### config.mk
export PLATFORM = sky130hd
export DESIGN_NAME = c_wait_fork3_sync
export DESIGN_NICKNAME = d
export VERILOG_FILES = /design/src/rtl/c_wait_fork3_sync.sv
export SDC_FILE = /design/constraint.sdc
export NUM_CORES = 1
export LEC_CHECK = 0
export CORE_MARGIN = 5
export CORE_UTILIZATION = 35
export CTS_CLUSTER_DIAMETER = 100
export DETAILED_ROUTE_END_ITERATION = 8
export PLACE_DENSITY = 0.65
export SLEW_MARGIN = 10
export SYNTH_ARGS = -nofsm -noshare
export SYNTH_HDL_FRONTEND = slang
export SYNTH_SLANG_ARGS = --single-unit
### constraint.sdc
create_clock -name clk -period 2.5 [get_ports clk]
set_input_delay 0.25 -clock clk [delete_from_list [all_inputs] [get_ports clk]]
set_output_delay 0.25 -clock clk [all_outputs]
set_load 0.02 [all_outputs]
### src/rtl/c_wait_fork3_sync.sv
// Clocked 3-way fork: one upstream drive event fans out as simultaneous drive pulses on three
// branches, and upstream is freed only once every branch has returned its own free event.
module c_wait_fork3_sync #(
  parameter int DATA_WIDTH_O0 = 1,
  parameter int DATA_WIDTH_O1 = 3,
  parameter int DATA_WIDTH_O2 = 3,
  parameter int SYNC_STAGES   = 2,
  parameter int PULSE_W       = 2
) (
  input  logic                                                 clk,
  input  logic                                                 rstn,
  input  logic                                                 i_drive,
  input  logic [DATA_WIDTH_O0+DATA_WIDTH_O1+DATA_WIDTH_O2-1:0] i_data,
  output logic                                                 o_free,
  output logic                                                 o_drive0,
  output logic                                                 o_drive1,
  output logic                                                 o_drive2,
  output logic [DATA_WIDTH_O0-1:0]                             o_data0,
  output logic [DATA_WIDTH_O1-1:0]                             o_data1,
  output logic [DATA_WIDTH_O2-1:0]                             o_data2,
  input  logic                                                 i_free0,
  input  logic                                                 i_free1,
  input  logic                                                 i_free2,
  output logic                                                 o_busy,
  output logic                                                 o_err
);

  localparam int CW = $clog2(PULSE_W + 1);
  localparam int MW = $clog2(SYNC_STAGES + 2);
  localparam int B1 = DATA_WIDTH_O0;
  localparam int B2 = DATA_WIDTH_O0 + DATA_WIDTH_O1;
  localparam int DW = DATA_WIDTH_O0 + DATA_WIDTH_O1 + DATA_WIDTH_O2;

  localparam logic [CW-1:0] CNT_LOAD  = CW'(PULSE_W);
  localparam logic [CW-1:0] CNT_ONE   = CW'(1);
  localparam logic [MW-1:0] MASK_LOAD = MW'(SYNC_STAGES + 1);
  localparam logic [MW-1:0] MASK_ZERO = MW'(0);

  typedef enum logic [1:0] {
    ST_IDLE = 2'd0,
    ST_SEND = 2'd1,
    ST_WAIT = 2'd2,
    ST_FREE = 2'd3
  } state_t;

  logic [3:0]    w_raw;
  logic [3:0]    w_sync;
  logic [3:0]    w_ev;
  logic          w_armed;
  logic          w_drive_ev;
  logic [2:0]    w_free_ev;
  logic [3:0]    r_prev;
  logic [MW-1:0] r_mask;

  state_t        r_state;
  state_t        w_state_nxt;
  logic [CW-1:0] r_cnt;
  logic [CW-1:0] w_cnt_nxt;
  logic [2:0]    r_done;
  logic [2:0]    w_done_nxt;
  logic          w_capture;
  logic          w_viol;

  logic                     r_err;
  logic                     r_drive;
  logic                     r_free;
  logic                     r_busy;
  logic [DATA_WIDTH_O0-1:0] r_data0;
  logic [DATA_WIDTH_O1-1:0] r_data1;
  logic [DATA_WIDTH_O2-1:0] r_data2;

  assign w_raw = {i_free2, i_free1, i_free0, i_drive};

  generate
    if (SYNC_STAGES > 0) begin : g_sync
      logic [3:0] r_sync [SYNC_STAGES];

      // Synchroniser chain shared by the drive and the three free inputs.
      always_ff @(posedge clk or negedge rstn) begin
        if (!rstn) begin
          for (int i = 0; i < SYNC_STAGES; i++) begin
            r_sync[i] <= 4'b0000;
          end
        end else begin
          r_sync[0] <= w_raw;
          for (int i = 1; i < SYNC_STAGES; i++) begin
            r_sync[i] <= r_sync[i-1];
          end
        end
      end

      assign w_sync = r_sync[SYNC_STAGES-1];
    end else begin : g_nosync
      assign w_sync = w_raw;
    end
  endgenerate

  // Edge history plus a post-reset mask so a level held across reset is not seen as a rise.
  always_ff @(posedge clk or negedge rstn) begin
    if (!rstn) begin
      r_prev <= 4'b0000;
      r_mask <= MASK_LOAD;
    end else begin
      r_prev <= w_sync;
      if (r_mask != MASK_ZERO) begin
        r_mask <= r_mask - MW'(1);
      end else begin
        r_mask <= r_mask;
      end
    end
  end

  assign w_armed    = (r_mask == MASK_ZERO);
  assign w_ev       = w_sync & ~r_prev & {4{w_armed}};
  assign w_drive_ev = w_ev[0];
  assign w_free_ev  = w_ev[3:1];

  // Next-state, pulse counter and per-branch completion tracking.
  always_comb begin
    w_state_nxt = r_state;
    w_cnt_nxt   = r_cnt;
    w_done_nxt  = r_done;
    w_capture   = 1'b0;
    case (r_state)
      ST_IDLE: begin
        if (w_drive_ev) begin
          w_state_nxt = ST_SEND;
          w_cnt_nxt   = CNT_LOAD;
          w_capture   = 1'b1;
        end else begin
          w_state_nxt = ST_IDLE;
        end
      end
      ST_SEND: begin
        // Frees that overtake the drive pulse are remembered, not dropped.
        w_done_nxt = r_done | w_free_ev;
        if (r_cnt == CNT_ONE) begin
          w_state_nxt = ST_WAIT;
        end else begin
          w_cnt_nxt = r_cnt - CW'(1);
        end
      end
      ST_WAIT: begin
        if ((r_done | w_free_ev) == 3'b111) begin
          w_state_nxt = ST_FREE;
          w_cnt_nxt   = CNT_LOAD;
          w_done_nxt  = 3'b000;
        end else begin
          w_done_nxt = r_done | w_free_ev;
        end
      end
      ST_FREE: begin
        if (r_cnt == CNT_ONE) begin
          w_state_nxt = ST_IDLE;
        end else begin
          w_cnt_nxt = r_cnt - CW'(1);
        end
      end
      default: begin
        w_state_nxt = ST_IDLE;
        w_cnt_nxt   = CNT_LOAD;
        w_done_nxt  = 3'b000;
      end
    endcase
  end

  // Protocol violations only raise the sticky flag; the offending event is otherwise ignored.
  always_comb begin
    w_viol = 1'b0;
    if (w_drive_ev && (r_state != ST_IDLE)) begin
      w_viol = 1'b1;
    end else if ((w_free_ev & r_done) != 3'b000) begin
      w_viol = 1'b1;
    end else if ((w_free_ev != 3'b000) && ((r_state == ST_IDLE) || (r_state == ST_FREE))) begin
      w_viol = 1'b1;
    end else begin
      w_viol = 1'b0;
    end
  end

  // Control state and registered handshake outputs, all derived from the next state.
  always_ff @(posedge clk or negedge rstn) begin
    if (!rstn) begin
      r_state <= ST_IDLE;
      r_cnt   <= {CW{1'b0}};
      r_done  <= 3'b000;
      r_err   <= 1'b0;
      r_drive <= 1'b0;
      r_free  <= 1'b0;
      r_busy  <= 1'b0;
    end else begin
      r_state <= w_state_nxt;
      r_cnt   <= w_cnt_nxt;
      r_done  <= w_done_nxt;
      r_err   <= r_err | w_viol;
      r_drive <= (w_state_nxt == ST_SEND);
      r_free  <= (w_state_nxt == ST_FREE);
      r_busy  <= (w_state_nxt != ST_IDLE);
    end
  end

  // Branch payloads change only on an accepted drive event.
  always_ff @(posedge clk or negedge rstn) begin
    if (!rstn) begin
      r_data0 <= {DATA_WIDTH_O0{1'b0}};
      r_data1 <= {DATA_WIDTH_O1{1'b0}};
      r_data2 <= {DATA_WIDTH_O2{1'b0}};
    end else if (w_capture) begin
      r_data0 <= i_data[B1-1:0];
      r_data1 <= i_data[B2-1:B1];
      r_data2 <= i_data[DW-1:B2];
    end else begin
      r_data0 <= r_data0;
      r_data1 <= r_data1;
      r_data2 <= r_data2;
    end
  end

  assign o_drive0 = r_drive;
  assign o_drive1 = r_drive;
  assign o_drive2 = r_drive;
  assign o_free   = r_free;
  assign o_busy   = r_busy;
  assign o_err    = r_err;
  assign o_data0  = r_data0;
  assign o_data1  = r_data1;
  assign o_data2  = r_data2;

endmodule

==> Word level (Yosys, flattened, before mapping) <==
Cells that the tools add are included.
{ "totals": {"output_inout_bits": 13, "regBits": 32, "word_cells": 61, "inputBits": 13} }
{ "classes": {"n_addsub": 2, "n_eq_ne": 10, "bitwise_logic": 6, "reduce_logical": 13, "n_mux": 16} }
{ "ops": {"columns": ["cell", "n"], "rows": [
  ["two-way mux 2 bit", 6],
  ["AND 4 bit", 2],
  ["case mux 2 bit (4 select lines)", 1],
  ["nonzero test 2 bit", 4],
  ["== test 2 x 1 -> 1 bit (second input constant)", 3],
  ["== test 2 bit (second input constant)", 3],
  ["two-way mux 1 bit", 6],
  ["!= test 2 bit (second input constant)", 3],
  ["case mux 2 bit (3 select lines)", 1],
  ["case mux 3 bit (2 select lines)", 1],
  ["nonzero test 3 bit", 2],
  ["logical NOT 2 bit", 2],
  ["NOT 4 bit", 1],
  ["subtractor 2 x 1 -> 2 bit (second input constant)", 2],
  ["AND 3 bit", 1],
  ["== test 3 bit (second input constant)", 1],
  ["two-way mux 3 bit", 1],
  ["OR 3 bit", 1],
  ["AND reduction 3 bit", 1],
  ["logical AND 1 bit", 2],
  ["OR reduction 2 bit", 1],
  ["logical OR 1 bit", 1],
  ["OR 1 bit", 1]
]} }

==> Depth between registers and ports, before layout <==
Gate-level depths: netlist (run 1).
{ "depth": {"depth_word": 9, "depth_mapped": 7, "mapped_depth_nobuf": 7} }

==> Worst setup path before layout (run 1) <==
OpenSTA, ideal clock, no wires.
{ "synth_path": {"kind": "register to register", "from": "register r_mask[0]", "to": "register r_cnt[0]", "n_path_buf": 1, "arrival_ns": 1.778, "t_required_ns": 2.375, "path_stages_with_launch": 8, "slack_ns": 0.597, "setup_time_ns": 0.125, "synth_period_minus_slack_ns": 1.903, "path_cell_list": "dfstp_2 > inv_1 > ha_1 > buf_6 > and3b_4 > o22a_4 > o211ai_4 > mux2_4"} }
{ "synth_between": {"elab_chain_len": 6, "elab_cells_between_ends": 7, "classes_between": "eq/ne (3); bitwise (2); reduce/logical (2)"} }
{ "synth_rtl": {"columns": ["item", "line", "rtl"], "rows": [
  ["from (decl)", "53", "logic [MW-1:0] r_mask;"],
  ["from (signal assigned)", "106", "r_mask <= r_mask - MW'(1);"],
  ["from (signal assigned)", "108", "r_mask <= r_mask;"],
  ["logical NOT 2 bit (*)", "113", "assign w_armed = (r_mask == MASK_ZERO);"],
  ["AND 4 bit (*)", "114", "assign w_ev = w_sync & ~r_prev & {4{w_armed}};"],
  ["OR 3 bit", "144", "if ((r_done | w_free_ev) == 3'b111) begin"],
  ["== test 3 bit", "144", null],
  ["!= test 2 bit (no source line)", null, null],
  ["AND reduction 3 bit (no source line) (*)", null, null],
  ["to (signal assigned)", "185", "r_cnt <= {CW{1'b0}};"],
  ["to (signal assigned)", "193", "r_cnt <= w_cnt_nxt;"],
  ["to (decl)", "57", "logic [CW-1:0] r_cnt;"]
]} }
Every way passes the cells marked *; elsewhere a longest branch is shown, timed or not.
A chain may end at the register's enable or synchronous reset.

==> Worst setup path after layout (run 1) <==
Same ends and word-level chain as after synthesis.

==> flow_metrics.env, run 1 <==
export IMPL_rsz0062_at_grt="false"
export IMPL_pwr_share_clk_pct=32.5
export IMPL_via_count_of_the_first_global_routing_pass=962
export IMPL_cts_hold_fix_buffers=0
export IMPL_timing_setup_critical_path_class="reg2reg"
export IMPL_cts_repair_timing_setup_buffer_count=0
export IMPL_synth_enable_flop_cells=0
export IMPL_overall_routing_resource_usage_pct=10.47
export IMPL_relSlewSlack_pct=72.55
export IMPL_cp_startpoint="r_mask[0]"
export IMPL_start_util_pct=36.57
export IMPL_post_cts_resize_count=0
export IMPL_die_w_um=72.08
export IMPL_maxSlewViolCount=0
export IMPL_number_of_buffers_added_on_ports=25
export IMPL_fmax_ghz=0.5032
export IMPL_hold_path_class="in2async"
export IMPL_routed_wirelength_mm=2.420
export IMPL_insertion_delay_ns=0.28
export IMPL_ys_seq_area_share_pct=59.55
export IMPL_tritoncts="done"
export IMPL_power_internal_uw=883.8
export IMPL_gp_congestion=0.7428
export IMPL_finalSetupViolCount=0
export IMPL_critPathArrivalTime_ns=2.16
export IMPL_drive_above_1_share_pct=17.04
export IMPL_clockBufferDepth=2
export IMPL_syn_cell_area_um2=1349
export IMPL_area_growth_synth_to_final_pct=28.48
export IMPL_netlist_top_cells_count="30 x sky130_fd_sc_hd__dfrtp_1, 10 x sky130_fd_sc_hd__inv_1, 8 x sky130_fd_sc_hd__nor2_1, 7 x sky130_fd_sc_hd__mux2_2, 6 x sky130_fd_sc_hd__ha_1"
export IMPL_syn_area_cell_um2=12.97
export IMPL_grt_max_degree=33
export IMPL_detailedRoute_firstIterationViolations=13
export IMPL_nFillCells=359
export IMPL_synth_top_cell_area_share_pct=55.66
export IMPL_path_clk_slew_ns=0.07
export IMPL_final_hold_violation_count=0
export IMPL_cts_htree_levels=2
export IMPL_synth_distinct_cells=33
export IMPL_timing_final_crit_share_pct=79.50
export IMPL_critical_path_reg2reg_startpoint="r_mask[0]"
export IMPL_pwr_share_seq_pct=49.1
export IMPL_netlist_top_cell_by_area="sky130_fd_sc_hd__dfrtp_1"
export IMPL_irDropWorstVdd_mv=0.4636
export IMPL_net_sw_power_uw=348.4
export IMPL_setup_worst_path_start_class="register"
export IMPL_crit_fanout=8
export IMPL_antenna_found_initial=0
export IMPL_yosys_top_cells_area="sky130_fd_sc_hd__dfrtp_1 56%, sky130_fd_sc_hd__mux2_2 5.8%, sky130_fd_sc_hd__ha_1 5.6%"
export IMPL_cts_sinks=32
export IMPL_crit_path_end_kind="register"
export IMPL_worstRegToRegCells=6
export IMPL_tns_ns=0
export IMPL_finish_utilization_pct=46.98
export IMPL_max_cap_viol_count=0
export IMPL_ys_seq_elements=32
export IMPL_design_die_area_um2=5196
export IMPL_grt_pass1_wl_mm=4.257
export IMPL_multi_input_comb_area_um2=481.7
export IMPL_power_switching_share_pct=28.28
export IMPL_route_detailed_drc=0
export IMPL_num_nets_final=153
export IMPL_power_density_cell_area_nw_per_um2=711.0
export IMPL_row_count=22
export IMPL_via_per_inst=4.989
export IMPL_fin_crit_ns=1.987
export IMPL_synth_most_common_cell="sky130_fd_sc_hd__dfrtp_1"
export IMPL_status="finished clean"
export IMPL_timing_critical_path_required_ns=2.67
export IMPL_ff_latch_area_um2=803.3
export IMPL_dpl_wire_length_mm=1.819
export IMPL_antenna_cells=0
export IMPL_avgRoutedWirePerCell_um=13.22
export IMPL_clk_root_buffer_cell="sky130_fd_sc_hd__clkbuf_8"
export IMPL_boundaryPins=26
export IMPL_fp_dieH_um=72.08
export IMPL_cts_made_buffers=5
export IMPL_r2r_slack_ns=0.51
export IMPL_detailroute_via_count=913
export IMPL_yosys_most_used_dff="sky130_fd_sc_hd__dfrtp_1"
export IMPL_drt_pass1_iter_count=4
export IMPL_syn_num_nets=123
export IMPL_critical_path_reg2reg_endpoint="r_cnt[0]"
export IMPL_yosysWarnings=0
export IMPL_clock_skew_final_ns=0.006245
export IMPL_netlist_instances=104
export IMPL_postSynth_asyncResetShare_pct=100.0
export IMPL_leakagePower_nw=0.7610
export IMPL_grt_overflow_total=0
export IMPL_remaining_antenna_violation_count=0
export IMPL_core_area_um2=3689
export IMPL_timing_worst_slew_pin_value_ns=0.4096
export IMPL_p_comb_share_pct=18.3
==> layout make-up <==
type | count | area share [%]
clock inverters | 3 | 1.372
inverters | 10 | 2.166
repair buffers | 26 | 14.87
clock buffers | 5 | 3.971
flip-flops and latches | 32 | 46.35
multi-input cells | 59 | 27.80
well taps | 48 | 3.466
==> stage by stage <==
step	cell area (um^2)	worst slack, ns	hold WS [ns]	std cells	power (mW)
after floorplan	1349	0.5972	-0.04559	104	0.7383
after global placement	1640	0.5810	0.3336	175	0.8333
after detailed placement	1640	0.5190	0.3363	175	0.8429
after CTS	1733	0.5076	0.3533	183	1.252
after global routing	1733	0.3990	0.3641	183	1.300
final	1733	0.5126	0.3517	183	1.232
==> registers in the layout, summed over array words and instances (netlist names), 2 cells and up <==
register       count
o_data1            3
w_sync             4
g_sync.r_sync      4
r_mask             2
o_data2            3
r_cnt              2
r_done             3
r_prev             4
r_state            2
==> metal layers <==
layer  GRT usage, %  wire, um  vias to the layer above
li1               -         -                      419
met1          11.14       975                      460
met2          18.71      1250                       30
met3          4.017       160                        4
met4          3.758        35                        0
met5              0         0                        -
==> layout by cell type (no fill, tap or decap), types with 3 or more instances in the layout <==
master                             n
sky130_fd_sc_hd__clkbuf_8          5
sky130_fd_sc_hd__a21oi_1           4
sky130_fd_sc_hd__clkdlybuf4s50_1  25
sky130_fd_sc_hd__ha_1              6
sky130_fd_sc_hd__dfrtp_1          30
sky130_fd_sc_hd__nor2_1            8
sky130_fd_sc_hd__o21ai_0           4
sky130_fd_sc_hd__mux2_2            7
sky130_fd_sc_hd__nand2_1           3
sky130_fd_sc_hd__inv_1            10
==> power groups by stage <==
stage               logic (mW)  registers, mW  clock network (mW)
floorplan                0.101          0.637                   0
global placement         0.222          0.611                   0
detailed placement       0.227          0.616                   0
CTS                      0.228          0.606               0.417
global route             0.245          0.613               0.442
finish                   0.226          0.606               0.401
==> kinds of logic after synthesis <==
logic type,share of synthesized area [%]
compound gates,12.90
xor+xnor,0.6495
fa+ha+maj,5.566
buf+inv,4.731
flops,59.55
mux,7.699
simple gates,8.906
==> critical path, cell delays in order, from the launching register on <==
cell and delay [ns]:
sky130_fd_sc_hd__dfstp_2 0.54, sky130_fd_sc_hd__inv_1 0.05, sky130_fd_sc_hd__ha_1 0.29, sky130_fd_sc_hd__and3b_4 0.25, sky130_fd_sc_hd__o22a_4 0.25, sky130_fd_sc_hd__o211ai_4 0.18
sky130_fd_sc_hd__mux2_4 0.31
==> how the worst max path moves through the flow <==
stage	to	slack, ns	depth (start not counted)
6_report	r_cnt[0]	0.51	6
5_1_grt	o_drive0	0.40	5
4_1_cts	r_cnt[0]	0.51	6
3_5_place_dp	r_cnt[0]	0.52	6
3_3_place_gp	r_cnt[0]	0.58	6
2_1_floorplan	r_cnt[0]	0.60	7
(Power assumes the default switching activity.)
==> run 2, diff against run 1 <==
PLACE_DENSITY = 0.67   (was 0.65)
clock period = 1.75 ns   (was 2.5 ns; I/O delays follow)
==> run 2 against run 1 <==
  * Worst setup slack got worse by 0.49 ns
  * Critical path depth unchanged
  * Hold slack got worse by 0.078 ns
  * Flip-flop and latch count unchanged
  * Sequential share of layout area decreased by 1.9 points
  * Sequential power increased by 43%
  * Non-clock buffer count increased by 8
  * Total power increased by 44%
  * First-iteration DRC count increased to 4.5 times the previous value
==> flow_metrics.env, run 2 (synthesis results as in run 1) <==
export IMPL_most_frequent_standard_cell_in_the_layout_excluding_fill_and_tap_cells="sky130_fd_sc_hd__dfrtp_1"
export IMPL_total_power_mw=1.775
export IMPL_antenna_found_initial=0
export IMPL_clock_skew_final_ns=0.004644
export IMPL_row_count=22
export IMPL_route_detailed_drc=0
export IMPL_path_clk_slew_ns=0.07
export IMPL_crit_fanout=3
export IMPL_critPathArrivalTime_ns=1.91
export IMPL_design_die_area_um2=5196
export IMPL_p_comb_share_pct=19.2
export IMPL_boundaryPins=26
export IMPL_final_hold_violation_count=0
export IMPL_timing_critical_path_max_delay_family="flip-flops"
export IMPL_tritoncts="done"
export IMPL_cts_htree_levels=2
export IMPL_cts_made_buffers=5
export IMPL_fmax_ghz=0.5784
export IMPL_clk_root_buffer_cell="sky130_fd_sc_hd__clkbuf_8"
export IMPL_finalSetupViolCount=0
export IMPL_routed_wirelength_mm=2.463
export IMPL_timing_worst_slew_pin_value_ns=0.3851
export IMPL_number_of_buffers_added_on_ports=25
export IMPL_area_growth_synth_to_final_pct=33.86
export IMPL_core_area_um2=3689
export IMPL_critical_path_buf_inv_count=1
export IMPL_gp_congestion=0.7120
export IMPL_insertion_delay_ns=0.29
export IMPL_grt_pass1_wl_mm=4.464
export IMPL_grt_overflow_total=0
export IMPL_highest_signal_layer="met4"
export IMPL_status="finished clean"
export IMPL_instances_no_fill=191
export IMPL_relSlewSlack_pct=74.33
export IMPL_cts_hold_fix_buffers=0
export IMPL_net_sw_power_uw=497.1
export IMPL_detailedRoute_firstIterationViolations=58
export IMPL_grt_max_degree=33
export IMPL_num_nets_final=161
export IMPL_placed_cells_incl_taps=183
export IMPL_timing_final_crit_share_pct=98.79
export IMPL_mostFrequentLayoutCells="30 x sky130_fd_sc_hd__dfrtp_1, 25 x sky130_fd_sc_hd__clkdlybuf4s50_1, 9 x sky130_fd_sc_hd__buf_4"
export IMPL_power_switching_share_pct=28.00
export IMPL_drive_above_1_share_pct=23.78
export IMPL_rsz0062_at_grt="true"
export IMPL_overall_routing_resource_usage_pct=11.63
export IMPL_hold_path_class="in2async"
export IMPL_leakagePower_nw=0.8018
export IMPL_worstRegToRegCells=6
export IMPL_cts_repair_timing_setup_buffer_count=0
export IMPL_power_internal_mw=1.278
export IMPL_max_stage_delay_ns=0.54
export IMPL_crit_path_end_kind="register"
export IMPL_timing_setup_critical_path_class="reg2reg"
export IMPL_via_count_of_the_first_global_routing_pass=1014
export IMPL_dpl_wire_length_mm=1.843
export IMPL_power_density_cell_area_nw_per_um2=983.2
export IMPL_setup_worst_path_start_class="register"
export IMPL_die_w_um=72.08
export IMPL_pwr_share_seq_pct=48.8
export IMPL_detailroute_via_count=920
export IMPL_maxSlewViolCount=0
export IMPL_critPathSlowestCell="sky130_fd_sc_hd__dfstp_2"
export IMPL_start_util_pct=36.57
export IMPL_fp_dieH_um=72.08
export IMPL_max_cap_viol_count=0
export IMPL_fin_crit_ns=1.729
export IMPL_cp_depth=6
export IMPL_finish_utilization_pct=48.95
export IMPL_remaining_antenna_violation_count=0
export IMPL_routedLengthMet1_um=923
export IMPL_tns_ns=0
export IMPL_timing_critical_path_required_ns=1.93
export IMPL_drt_pass1_iter_count=4
export IMPL_antenna_cells=0
export IMPL_avgRoutedWirePerCell_um=12.90
export IMPL_detailroute_wirelength_met2_mm=1.228
export IMPL_worstPathCellList="inv_2 -> ha_4 -> and3b_4 -> o22a_4 -> o211ai_4 -> mux2_4"
export IMPL_met3_length_um=240
export IMPL_irDropWorstVdd_mv=0.6742
export IMPL_cts_sinks=32
export IMPL_pwr_share_clk_pct=32.0
export IMPL_clockBufferDepth=2
export IMPL_via_per_inst=4.817
-- run 2: cell types whose count changed in the layout (fill, tap and decap cells not counted), sizes merged --
cell and change:
buf +8
-- run 2: cell type report --
class                           instances  area, um^2
Multi-Input combinational cell         59       494.2
Timing Repair Buffer                   34       317.8
Clock buffer                            5       68.82
Clock inverter                          3       23.77
Tap cell                               48       60.06
Sequential cell                        32       803.3
Inverter                               10       37.54
Fill cell                             332        1883
-- run 2: stage by stage --
step	setup slack [ns]	hold slack [ns]	area (um^2)
2_1_floorplan	-0.1413	-0.1206	1361
6_report	0.02118	0.2736	1805
3_3_place_gp	-0.002723	0.3325	1713
5_1_grt	-0.04130	0.2865	1805
4_1_cts	0.01151	0.2718	1805
3_5_place_dp	-0.02139	0.3358	1713
-- run 2: final timing paths --
path | slack, ns | from | to
worst max-delay path | 0.02 | r_mask[0] | r_cnt[0]
worst min-delay path | 0.27 | rstn | g_sync.r_sync[6]
worst max register to register | 0.02 | r_mask[0] | r_cnt[0]
worst min register to register | 0.35 | g_sync.r_sync[4] | w_sync[0]
max in group asynchronous | 1.16 | rstn | r_mask[1]
min in group clk | 0.33 | i_free1 | g_sync.r_sync[6]
-- run 2: power groups by stage --
stage	Combinational [mW]	Sequential (mW)	Clock (mW)
after floorplan	0.145	0.910	0
after global placement	0.337	0.874	0
after detailed placement	0.344	0.880	0
after CTS	0.347	0.867	0.596
after global routing	0.378	0.878	0.639
final	0.341	0.867	0.567
-- run 2: worst register-to-register path: stages (launching register included) --
cell	delay (ns)
sky130_fd_sc_hd__dfstp_2	0.54
sky130_fd_sc_hd__inv_2	0.04
sky130_fd_sc_hd__ha_4	0.15
sky130_fd_sc_hd__and3b_4	0.18
sky130_fd_sc_hd__o22a_4	0.23
sky130_fd_sc_hd__o211ai_4	0.17
sky130_fd_sc_hd__mux2_4	0.31
-- run 2: layer usage --
metal	GRT usage, %	vias up
met3	7.341	6
li1	-	439
met1	10.95	444
met2	19.01	31
met5	0	-
met4	6.889	0
-- run 2: what timing repair did --
item	in CTS	in global routing
resized for setup	0	1
setup endpoints to repair	1	6
pin swaps	2	0
cloned	0	0
